$ cat src/rtl/pipe_hazard_ctrl_pkg.sv
// rtl/pipe_hazard_ctrl_pkg.sv - shared constants and types for the pipeline hazard controller
package pipe_hazard_ctrl_pkg;

    typedef logic [1:0] tuse_t;

    localparam tuse_t TUSE_NONE    = 2'd3;
    localparam int    MULT_CYC_DEF = 5;
    localparam int    DIV_CYC_DEF  = 10;
    localparam int    MD_CNT_W     = 4;

endpackage

$ cat src/rtl/pipe_hazard_ctrl_if.sv
// rtl/pipe_hazard_ctrl_if.sv - hazard controller pipeline-side signal bundle
interface pipe_hazard_ctrl_if;
    import pipe_hazard_ctrl_pkg::*;

    logic [4:0]  rsD;
    logic [4:0]  rtD;
    tuse_t       tuse_rsD;
    tuse_t       tuse_rtD;
    logic [4:0]  a3E;
    logic [4:0]  a3M;
    tuse_t       tnewE;
    tuse_t       tnewM;
    logic        md_useD;
    logic        md_startE;
    logic        md_divE;
    logic        excM;

    logic        stall_pc;
    logic        en_fd;
    logic        clr_fd;
    logic        clr_de;
    logic        clr_em;
    logic        clr_mw;
    logic        md_busy;
    logic [31:0] stall_cycles;

    modport master (
        output rsD, rtD, tuse_rsD, tuse_rtD, a3E, a3M, tnewE, tnewM,
               md_useD, md_startE, md_divE, excM,
        input  stall_pc, en_fd, clr_fd, clr_de, clr_em, clr_mw, md_busy, stall_cycles
    );

    modport slave (
        input  rsD, rtD, tuse_rsD, tuse_rtD, a3E, a3M, tnewE, tnewM,
               md_useD, md_startE, md_divE, excM,
        output stall_pc, en_fd, clr_fd, clr_de, clr_em, clr_mw, md_busy, stall_cycles
    );

endinterface

$ cat src/rtl/pipe_hazard_ctrl_md_busy_cnt.sv
// rtl/pipe_hazard_ctrl_md_busy_cnt.sv - load/decrement busy counter for the HI/LO unit
module md_busy_cnt
    import pipe_hazard_ctrl_pkg::*;
#(
    parameter int MULT_CYC = MULT_CYC_DEF,
    parameter int DIV_CYC  = DIV_CYC_DEF
) (
    input  logic                clk,
    input  logic                reset,
    input  logic                start_i,
    input  logic                div_i,
    output logic [MD_CNT_W-1:0] cnt_o
);

    logic [MD_CNT_W-1:0] cnt_q;
    logic [MD_CNT_W-1:0] cnt_d;

    // A new issue always reloads, even mid-operation; otherwise count down to idle.
    always_comb begin
        cnt_d = cnt_q;
        if (start_i) begin
            cnt_d = div_i ? MD_CNT_W'(DIV_CYC) : MD_CNT_W'(MULT_CYC);
        end else if (cnt_q != '0) begin
            cnt_d = cnt_q - MD_CNT_W'(1);
        end
    end

    // Counter register; reset aborts any operation in flight, exceptions do not.
    always_ff @(posedge clk) begin
        if (reset) begin
            cnt_q <= '0;
        end else begin
            cnt_q <= cnt_d;
        end
    end

    assign cnt_o = cnt_q;

endmodule

$ cat src/rtl/pipe_hazard_ctrl.sv
// rtl/pipe_hazard_ctrl.sv - stall/flush control for register and HI/LO hazards
module pipe_hazard_ctrl
    import pipe_hazard_ctrl_pkg::*;
#(
    parameter int MULT_CYC = MULT_CYC_DEF,
    parameter int DIV_CYC  = DIV_CYC_DEF
) (
    input  logic              clk,
    input  logic              reset,
    pipe_hazard_ctrl_if.slave hz
);

    logic [MD_CNT_W-1:0] md_cnt;
    logic                md_busy;
    logic                haz_rs;
    logic                haz_rt;
    logic                stall;
    logic [31:0]         stall_cycles_q;
    logic [31:0]         stall_cycles_d;

    md_busy_cnt #(
        .MULT_CYC (MULT_CYC),
        .DIV_CYC  (DIV_CYC)
    ) u_md_busy_cnt (
        .clk     (clk),
        .reset   (reset),
        .start_i (hz.md_startE),
        .div_i   (hz.md_divE),
        .cnt_o   (md_cnt)
    );

    // Hazard detection: an operand unused (tuse=3) can never lose to a 2-bit tnew.
    always_comb begin
        haz_rs  = (hz.rsD != 5'd0) &&
                  (((hz.rsD == hz.a3E) && (hz.tnewE > hz.tuse_rsD)) ||
                   ((hz.rsD == hz.a3M) && (hz.tnewM > hz.tuse_rsD)));
        haz_rt  = (hz.rtD != 5'd0) &&
                  (((hz.rtD == hz.a3E) && (hz.tnewE > hz.tuse_rtD)) ||
                   ((hz.rtD == hz.a3M) && (hz.tnewM > hz.tuse_rtD)));
        md_busy = hz.md_startE || (md_cnt != '0);
        stall   = haz_rs || haz_rt || (hz.md_useD && md_busy);
    end

    // Pipeline control with priority reset > exception > stall > idle.
    always_comb begin
        hz.stall_pc = 1'b0;
        hz.en_fd    = 1'b1;
        hz.clr_fd   = 1'b0;
        hz.clr_de   = 1'b0;
        hz.clr_em   = 1'b0;
        hz.clr_mw   = 1'b0;
        if (reset) begin
            hz.clr_fd = 1'b1;
            hz.clr_de = 1'b1;
            hz.clr_em = 1'b1;
            hz.clr_mw = 1'b1;
        end else if (hz.excM) begin
            hz.clr_fd = 1'b1;
            hz.clr_de = 1'b1;
            hz.clr_em = 1'b1;
        end else if (stall) begin
            hz.stall_pc = 1'b1;
            hz.en_fd    = 1'b0;
            hz.clr_de   = 1'b1;
        end
    end

    // Saturating count of cycles actually spent stalled (exceptions excluded).
    always_comb begin
        stall_cycles_d = stall_cycles_q;
        if (stall && !hz.excM && (stall_cycles_q != 32'hFFFF_FFFF)) begin
            stall_cycles_d = stall_cycles_q + 32'd1;
        end
    end

    // Stall counter register.
    always_ff @(posedge clk) begin
        if (reset) begin
            stall_cycles_q <= 32'd0;
        end else begin
            stall_cycles_q <= stall_cycles_d;
        end
    end

    assign hz.md_busy      = md_busy;
    assign hz.stall_cycles = stall_cycles_q;

endmodule

$ cat src/flat_wrapper.sv
// flat-port wrapper written by rule: the top's interface ports become plain ports
module pipe_hazard_ctrl_flat import pipe_hazard_ctrl_pkg::*;
#(
    parameter int MULT_CYC = MULT_CYC_DEF,
    parameter int DIV_CYC  = DIV_CYC_DEF
)
  (clk, reset, hz_rsD, hz_rtD, hz_tuse_rsD, hz_tuse_rtD, hz_a3E, hz_a3M, hz_tnewE, hz_tnewM, hz_md_useD, hz_md_startE, hz_md_divE, hz_excM, hz_stall_pc, hz_en_fd, hz_clr_fd, hz_clr_de, hz_clr_em, hz_clr_mw, hz_md_busy, hz_stall_cycles);
  pipe_hazard_ctrl_if hz_i ();
  input  logic clk;
  input  logic reset;
  input wire logic [$bits(hz_i.rsD)-1:0] hz_rsD;
  input wire logic [$bits(hz_i.rtD)-1:0] hz_rtD;
  input wire logic [$bits(hz_i.tuse_rsD)-1:0] hz_tuse_rsD;
  input wire logic [$bits(hz_i.tuse_rtD)-1:0] hz_tuse_rtD;
  input wire logic [$bits(hz_i.a3E)-1:0] hz_a3E;
  input wire logic [$bits(hz_i.a3M)-1:0] hz_a3M;
  input wire logic [$bits(hz_i.tnewE)-1:0] hz_tnewE;
  input wire logic [$bits(hz_i.tnewM)-1:0] hz_tnewM;
  input wire logic [$bits(hz_i.md_useD)-1:0] hz_md_useD;
  input wire logic [$bits(hz_i.md_startE)-1:0] hz_md_startE;
  input wire logic [$bits(hz_i.md_divE)-1:0] hz_md_divE;
  input wire logic [$bits(hz_i.excM)-1:0] hz_excM;
  output wire logic [$bits(hz_i.stall_pc)-1:0] hz_stall_pc;
  output wire logic [$bits(hz_i.en_fd)-1:0] hz_en_fd;
  output wire logic [$bits(hz_i.clr_fd)-1:0] hz_clr_fd;
  output wire logic [$bits(hz_i.clr_de)-1:0] hz_clr_de;
  output wire logic [$bits(hz_i.clr_em)-1:0] hz_clr_em;
  output wire logic [$bits(hz_i.clr_mw)-1:0] hz_clr_mw;
  output wire logic [$bits(hz_i.md_busy)-1:0] hz_md_busy;
  output wire logic [$bits(hz_i.stall_cycles)-1:0] hz_stall_cycles;
  assign hz_i.rsD = hz_rsD;
  assign hz_i.rtD = hz_rtD;
  assign hz_i.tuse_rsD = hz_tuse_rsD;
  assign hz_i.tuse_rtD = hz_tuse_rtD;
  assign hz_i.a3E = hz_a3E;
  assign hz_i.a3M = hz_a3M;
  assign hz_i.tnewE = hz_tnewE;
  assign hz_i.tnewM = hz_tnewM;
  assign hz_i.md_useD = hz_md_useD;
  assign hz_i.md_startE = hz_md_startE;
  assign hz_i.md_divE = hz_md_divE;
  assign hz_i.excM = hz_excM;
  assign hz_stall_pc = hz_i.stall_pc;
  assign hz_en_fd = hz_i.en_fd;
  assign hz_clr_fd = hz_i.clr_fd;
  assign hz_clr_de = hz_i.clr_de;
  assign hz_clr_em = hz_i.clr_em;
  assign hz_clr_mw = hz_i.clr_mw;
  assign hz_md_busy = hz_i.md_busy;
  assign hz_stall_cycles = hz_i.stall_cycles;
  pipe_hazard_ctrl #(.MULT_CYC(MULT_CYC), .DIV_CYC(DIV_CYC)) u_core (.clk(clk), .reset(reset), .hz(hz_i));
endmodule
$ cat config.mk
export PLATFORM = sky130hd
export DESIGN_NAME = pipe_hazard_ctrl_flat
export DESIGN_NICKNAME = d
export VERILOG_FILES = /design/src/rtl/pipe_hazard_ctrl_pkg.sv /design/src/rtl/pipe_hazard_ctrl_if.sv /design/src/rtl/pipe_hazard_ctrl_md_busy_cnt.sv /design/src/rtl/pipe_hazard_ctrl.sv /design/src/flat_wrapper.sv
export SDC_FILE = /design/constraint.sdc
export NUM_CORES = 1
export LEC_CHECK = 0
export ABC_AREA = 1
export ABC_CLOCK_PERIOD_IN_PS = 3400
export CAP_MARGIN = 5
export CORE_ASPECT_RATIO = 1.1
export CORE_MARGIN = 4
export CORE_UTILIZATION = 46
export CTS_CLUSTER_SIZE = 30
export DETAILED_ROUTE_END_ITERATION = 7
export GPL_TIMING_DRIVEN = 0
export PLACE_DENSITY_LB_ADDON = 0.08
export SYNTH_ARGS = -nofsm -noshare
export SYNTH_HDL_FRONTEND = slang
export SYNTH_SLANG_ARGS = --single-unit
$ cat constraint.sdc
create_clock -name clk -period 3.4 [get_ports clk]
set_clock_uncertainty 0.2 [all_clocks]
set_input_delay 1.02 -clock clk [delete_from_list [all_inputs] [get_ports clk]]
set_output_delay 1.02 -clock clk [all_outputs]
set_load 0.005 [all_outputs]
Word-level counts from Yosys, hierarchy flattened
Cells that the tools add are included.
{"block": "op_classes", "addsub": 2, "multipliers": 0, "div_mod_pow": 0, "n_lt_le_gt_ge": 4, "eq_ne": 5, "n_shift": 0, "mux": 14, "bitwise_logic": 0, "reduce_logical": 19}
{"op": "$add 32x1->32 const B", "count": 1}
{"op": "$ne 32x32->1 const B", "count": 1}
{"op": "$eq 5x5->1", "count": 4}
{"op": "$mux 4", "count": 3}
{"op": "$mux 1", "count": 11}
{"op": "$reduce_bool 5->1", "count": 2}
{"op": "$logic_and 1x1->1", "count": 9}
{"op": "$gt 2x2->1", "count": 4}
{"op": "$logic_or 1x1->1", "count": 5}
{"op": "$reduce_bool 4->1", "count": 1}
{"op": "$sub 4x1->4 const B", "count": 1}
{"op": "$reduce_bool 2->1", "count": 1}
{"op": "$logic_not 1->1", "count": 1}
{"block": "totals", "register_bits": 36, "latchBits": 0, "mem_bits_rw": 0, "romBits": 0, "input_bits": 34, "mem_count": 0}

Depth between registers and ports, before layout
{"block": "logic_depth", "word_depth": 9, "ltp_mapped": 16, "ltp_nobuf": 15}

Hierarchy
Synthesis repeated with hierarchy kept, for this count alone.
{"block": "unflattened", "hier_cells": 562, "area_unflattened_um2": 3216.8}
{"module": "pipe_hazard_ctrl", "instances": 1, "cells_per_inst": 522, "area_each_um2": 2964.1, "seq_area_each_um2": 640.6}
{"module": "md_busy_cnt", "instances": 1, "cells_per_inst": 40, "area_each_um2": 252.7, "seq_area_each_um2": 80.1}

Worst setup path after synthesis
Ideal clock, no wire load.
{"block": "synth_timing", "path_type": "in2out", "from": "input port hz_tuse_rtD[1]", "to": "output port hz_stall_pc", "arrival_time_ps": 2280, "t_required_ps": 2180, "path_slack_ps": -100, "cell_stages": 14, "cell_sequence": "inv_1 -> ha_1 -> nand2_1 -> inv_1 -> nor2_1 -> nand2_1 -> nor2_1 -> nand2_1 -> nand2_1 -> nand2_1 -> nand3_2 -> buf_2 -> nand2_1 -> inv_1"}
{"block": "synth_between", "elab_chain_len": 9, "word_cells_on_any_way": 11, "cone_classes": "order compare: 2; mux: 3; reduce/logical: 6"}
{"element": "start, declared", "line": "flat_wrapper.sv:14", "rtl": "input wire logic [$bits(hz_i.tuse_rtD)-1:0] hz_tuse_rtD;"}
{"element": "$gt 2x2->1, on equally long branches", "line": "pipe_hazard_ctrl.sv:38, pipe_hazard_ctrl.sv:39"}
{"element": "$logic_and 1x1->1, on equally long branches", "line": "pipe_hazard_ctrl.sv:38, pipe_hazard_ctrl.sv:39"}
{"element": "$logic_or 1x1->1 *", "line": "pipe_hazard_ctrl.sv:38", "rtl": "(((hz.rtD == hz.a3E) && (hz.tnewE > hz.tuse_rtD)) ||"}
{"element": "$logic_and 1x1->1 *", "line": "pipe_hazard_ctrl.sv:37", "rtl": "haz_rt = (hz.rtD != 5'd0) &&"}
{"element": "$logic_or 1x1->1 * (2 in series)", "line": "pipe_hazard_ctrl.sv:41", "rtl": "stall = haz_rs || haz_rt || (hz.md_useD && md_busy);"}
{"element": "$mux 1 *", "line": "pipe_hazard_ctrl.sv:61", "rtl": "end else if (stall) begin"}
{"element": "$mux 1 *", "line": "pipe_hazard_ctrl.sv:57", "rtl": "end else if (hz.excM) begin"}
{"element": "$mux 1 *", "line": "pipe_hazard_ctrl.sv:52", "rtl": "if (reset) begin"}
{"element": "end, declared", "line": "flat_wrapper.sv:23", "rtl": "output wire logic [$bits(hz_i.stall_pc)-1:0] hz_stall_pc;"}
Every way passes the cells marked *; elsewhere a longest branch is shown, timed or not.

Worst setup path in the final report
{"block": "layout_timing", "from": "input port hz_tuse_rsD[1]", "to": "output port hz_stall_pc"}
{"block": "layout_between", "elab_chain_len": 9, "word_cells_on_any_way": 11, "cone_classes": "order compare: 2; mux: 3; reduce/logical: 6"}
{"element": "start, declared", "line": "flat_wrapper.sv:13", "rtl": "input wire logic [$bits(hz_i.tuse_rsD)-1:0] hz_tuse_rsD;"}
{"element": "$gt 2x2->1, on equally long branches", "line": "pipe_hazard_ctrl.sv:35, pipe_hazard_ctrl.sv:36"}
{"element": "$logic_and 1x1->1, on equally long branches", "line": "pipe_hazard_ctrl.sv:35, pipe_hazard_ctrl.sv:36"}
{"element": "$logic_or 1x1->1 *", "line": "pipe_hazard_ctrl.sv:35", "rtl": "(((hz.rsD == hz.a3E) && (hz.tnewE > hz.tuse_rsD)) ||"}
{"element": "$logic_and 1x1->1 *", "line": "pipe_hazard_ctrl.sv:34", "rtl": "haz_rs = (hz.rsD != 5'd0) &&"}
{"element": "$logic_or 1x1->1 * (2 in series)", "line": "pipe_hazard_ctrl.sv:41"}
{"element": "$mux 1 *", "line": "pipe_hazard_ctrl.sv:61"}
{"element": "$mux 1 *", "line": "pipe_hazard_ctrl.sv:57"}
{"element": "$mux 1 *", "line": "pipe_hazard_ctrl.sv:52"}
Marked as above.

==> results.tsv <==
stage	metric	value	unit
status	status	finished, final reports clean	
clock_tree	worst skew pair latency	300	ps
synthesis	YS warnings	0	
drt	detailed router's first-iteration violation count	108	
drt	drt first pass iters	5	
cells_and_area	fin nets	686	
min_path	hold path start	u_core.u_md_busy_cnt.cnt_o[1]	
floorplanning	Site Rows	31	
sta	TNS Setup	0	ps
drt	via/cell ratio	4.98	
worst_setup_path	Max FO, Critical Path	2	
clock_tree	Worst-path clk slew	80	ps
synthesis	flops & latches, synth	36	
worst_setup_path	critical path's most frequent cell	nand2_2	
cells_and_area	leading cell type in the layout, fill and taps excluded	nand2_1	
sta	part of the cycle the worst path needs	99.3	%
drt	via count	3609	
place	GPL Wtd Cong	0.871	
floorplanning	Ports	73	
global_route	largest net degree at the start of global routing	12	
sta	pin slew with the least headroom to its limit	490	ps
sta	Relative slew margins	67.3	%
global_route	vias in the first global route	3372	
clock_tree	CTS Buffer Depth	2	
sta	Hold Fails Final Rpt	0	
worst_setup_path	CP Cell Sequence	buf_6 > inv_4 > ha_4 > nand2_2 > o21ai_1 > nor2_1 > nand3_1 > nand2_1 > nand2_2 > nand3_4 > nand2_2 > inv_1 > buf_2	
cells_and_area	design area	4240	sq um
synthesis	Cells after Synth	561	
synthesis	Post-synth top flop	dfxtp_1	
clock_tree	Root Buffer	clkbuf_8	
cells_and_area	share of layout cells above drive strength 1	16.0	%
floorplanning	Core ar.	6670	sq um
synthesis	Unique masters post-synth	26	
worst_setup_path	Worst path max stage delay	210	ps
floorplanning	Starting Density	47.7	%
synthesis	synthesized area per cell	5.67	sq um
drt	Post-route DRC	0	
sta	Final setup viols	0	
global_route	initial antenna violation count	0	
worst_setup_path	element type at the critical path start	input pin	
synthesis	Seq/Total Area, Yosys	22.6	%
clock_tree	TritonCTS Sinks	36	
run	number of max-cap violations	0	
clock_tree	clock buffer count from CTS	5	
global_route	grt ovf	0	
sta	RSZ-0062 raised after global routing	yes	
power_and_ir_drop	cell leakage power	2.03	nW
global_route	Total Routing Usage GR	22.0	%
synthesis	Synth Cell Area	3180	sq um
cells_and_area	area delta synth->final	33.1	%
worst_setup_path	CP Class	in -> out	
power_and_ir_drop	maximum vdd ir drop	0.182	mV
min_path	HP Class	reg -> reg	
worst_setup_path	crit path capture type	output pin	
power_and_ir_drop	Cell Pwr Density	251	nW/um^2
clock_tree	CTS tree	done	
drt	Routed Antenna Nets	0	
clock_tree	# H-tree levels	2	
floorplanning	Die W	87.3	um
worst_setup_path	Worst EP required	2180	ps
cells_and_area	Final Non-Filler Cells	724	
worst_setup_path	r2r startpoint	u_core.u_md_busy_cnt.cnt_o[0]	
synthesis	Async SR Flop Fraction	0	%
place	Placed Cells	715	
floorplanning	die height	95.2	um
sta	Tmin final	3380	ps
cells_and_area	Ant. Diodes	0	
synthesis	net count after synthesis	606	
cells_and_area	commonest non-fill, non-tap cells in the layout	nand2_1 (143), inv_1 (113), nor2_1 (64)	
place	dpl hpwl	6.62	mm
place	dpl cell area	4030	sq um
floorplanning	die area	8320	sq um
global_route	first-pass GRT wire length	14.9	mm
worst_setup_path	CP Data Arrival Time	2160	ps
sta	Slew Limit Fails	0	
drt	wire length per cell	12.4	um
worst_setup_path	CP max stage cell	ha_4	
place	I/O Buffers	72	
worst_setup_path	Setup crit start	hz_tuse_rsD[1]	
synthesis	Post-synth EDFFs	0	
drt	final WL	8.96	mm
sta	Max Fclk	0.296	GHz
sta	Hold Slack	353	ps
stage by stage:
step	setup slack, ps	util (%)	total power, W
6_report	25.0	63.5	0.00106
5_1_grt	-48.0	63.5	0.00112
4_1_cts	-23.2	63.2	0.00106
3_5_place_dp	-1110	60.3	0.000720
3_3_place_gp	-1080	60.3	0.000714
2_1_floorplan	16.7	-	0.000608
critical path, delay by kind of cell:
| kind | cells | cell delay [ps] |
|---|---|---|
| buffers and inverters | 4 | 300 |
| adder cells (fa/ha/maj) | 1 | 210 |
| AO/OA/AOI/OAI | 1 | 60 |
| AND/OR/NAND/NOR | 7 | 540 |
cells in the mapped netlist (6+ instances only):
cell	count	area (sq um)
nor2_2	9	56.3
inv_2	6	22.5
clkinv_1	6	22.5
nand2_2	7	43.8
nand3_1	48	240
nor3_1	7	35.0
nand2_1	151	567
dfxtp_1	36	721
inv_1	123	462
nand3_2	8	80.1
buf_2	11	55.1
nor2_1	66	248
o21ai_0	6	30.0
a21oi_1	7	35.0
ha_1	11	138
nand4_1	39	244
routing by layer:
metal / part of all wire, % / GRT usage, % / up-vias
met3: 5.0 / 2.51 / 17
met4: 2.0 / 8.44 / 0
li1: - / - / 1874
met1: 45 / 28.4 / 1617
met5: 0 / 0 / -
met2: 48 / 37.3 / 101
cell families after synthesis:
family / count (synthesis) / synth area share (%)
AOI/OAI and AO/OA: 15 / 2.52
xor gates and xnor gates: 6 / 1.65
adders and majority gates: 11 / 4.32
buffers and inverters: 153 / 19.5
DFF: 36 / 22.6
and+or+nand+nor: 340 / 49.3
cell type report:
class                   instances  area, sq um
plain buffers                  17          110
clock buffers                   7         86.3
clock inverters                 1         7.51
fillers                       667         2440
inverters                     135          519
multi-input cells             372         2000
flip-flops and latches         36          721
well taps                      82          103
repair buffers                 74          689
sequential cells by signal, indices dropped and copies added (netlist names):
name	flops
u_core.hz.stall_cycles	32
u_core.u_md_busy_cnt.cnt_o	4
report_power, final:
| group | total [W] | internal, W | leakage, nW | switching, W |
|---|---|---|---|---|
| sequential | 0.000442 | 0.000432 | 0.291 | 0.0000100 |
| combinational | 0.000291 | 0.000124 | 1.69 | 0.000167 |
| clock | 0.000330 | 0.000165 | 0.0445 | 0.000165 |
what timing repair did:
action | in CTS | in global routing
setup endpoints to repair | 7 | 3
resized for setup | 101 | 14
setup buffers | 2 | 0
pin swaps | 28 | 10
hold buffers | 0 | 0
path summary, 6_finish.rpt:
| path | end | slack (ps) | cells past startpoint |
|---|---|---|---|
| min | u_core.u_md_busy_cnt.cnt_o[1] | 350 | 2 |
| max | hz_stall_pc | 20 | 13 |
| max reg2reg | u_core.hz.stall_cycles[15] | 1200 | 11 |
| min reg2reg | u_core.u_md_busy_cnt.cnt_o[1] | 350 | 2 |
(Power assumes the default switching activity.)
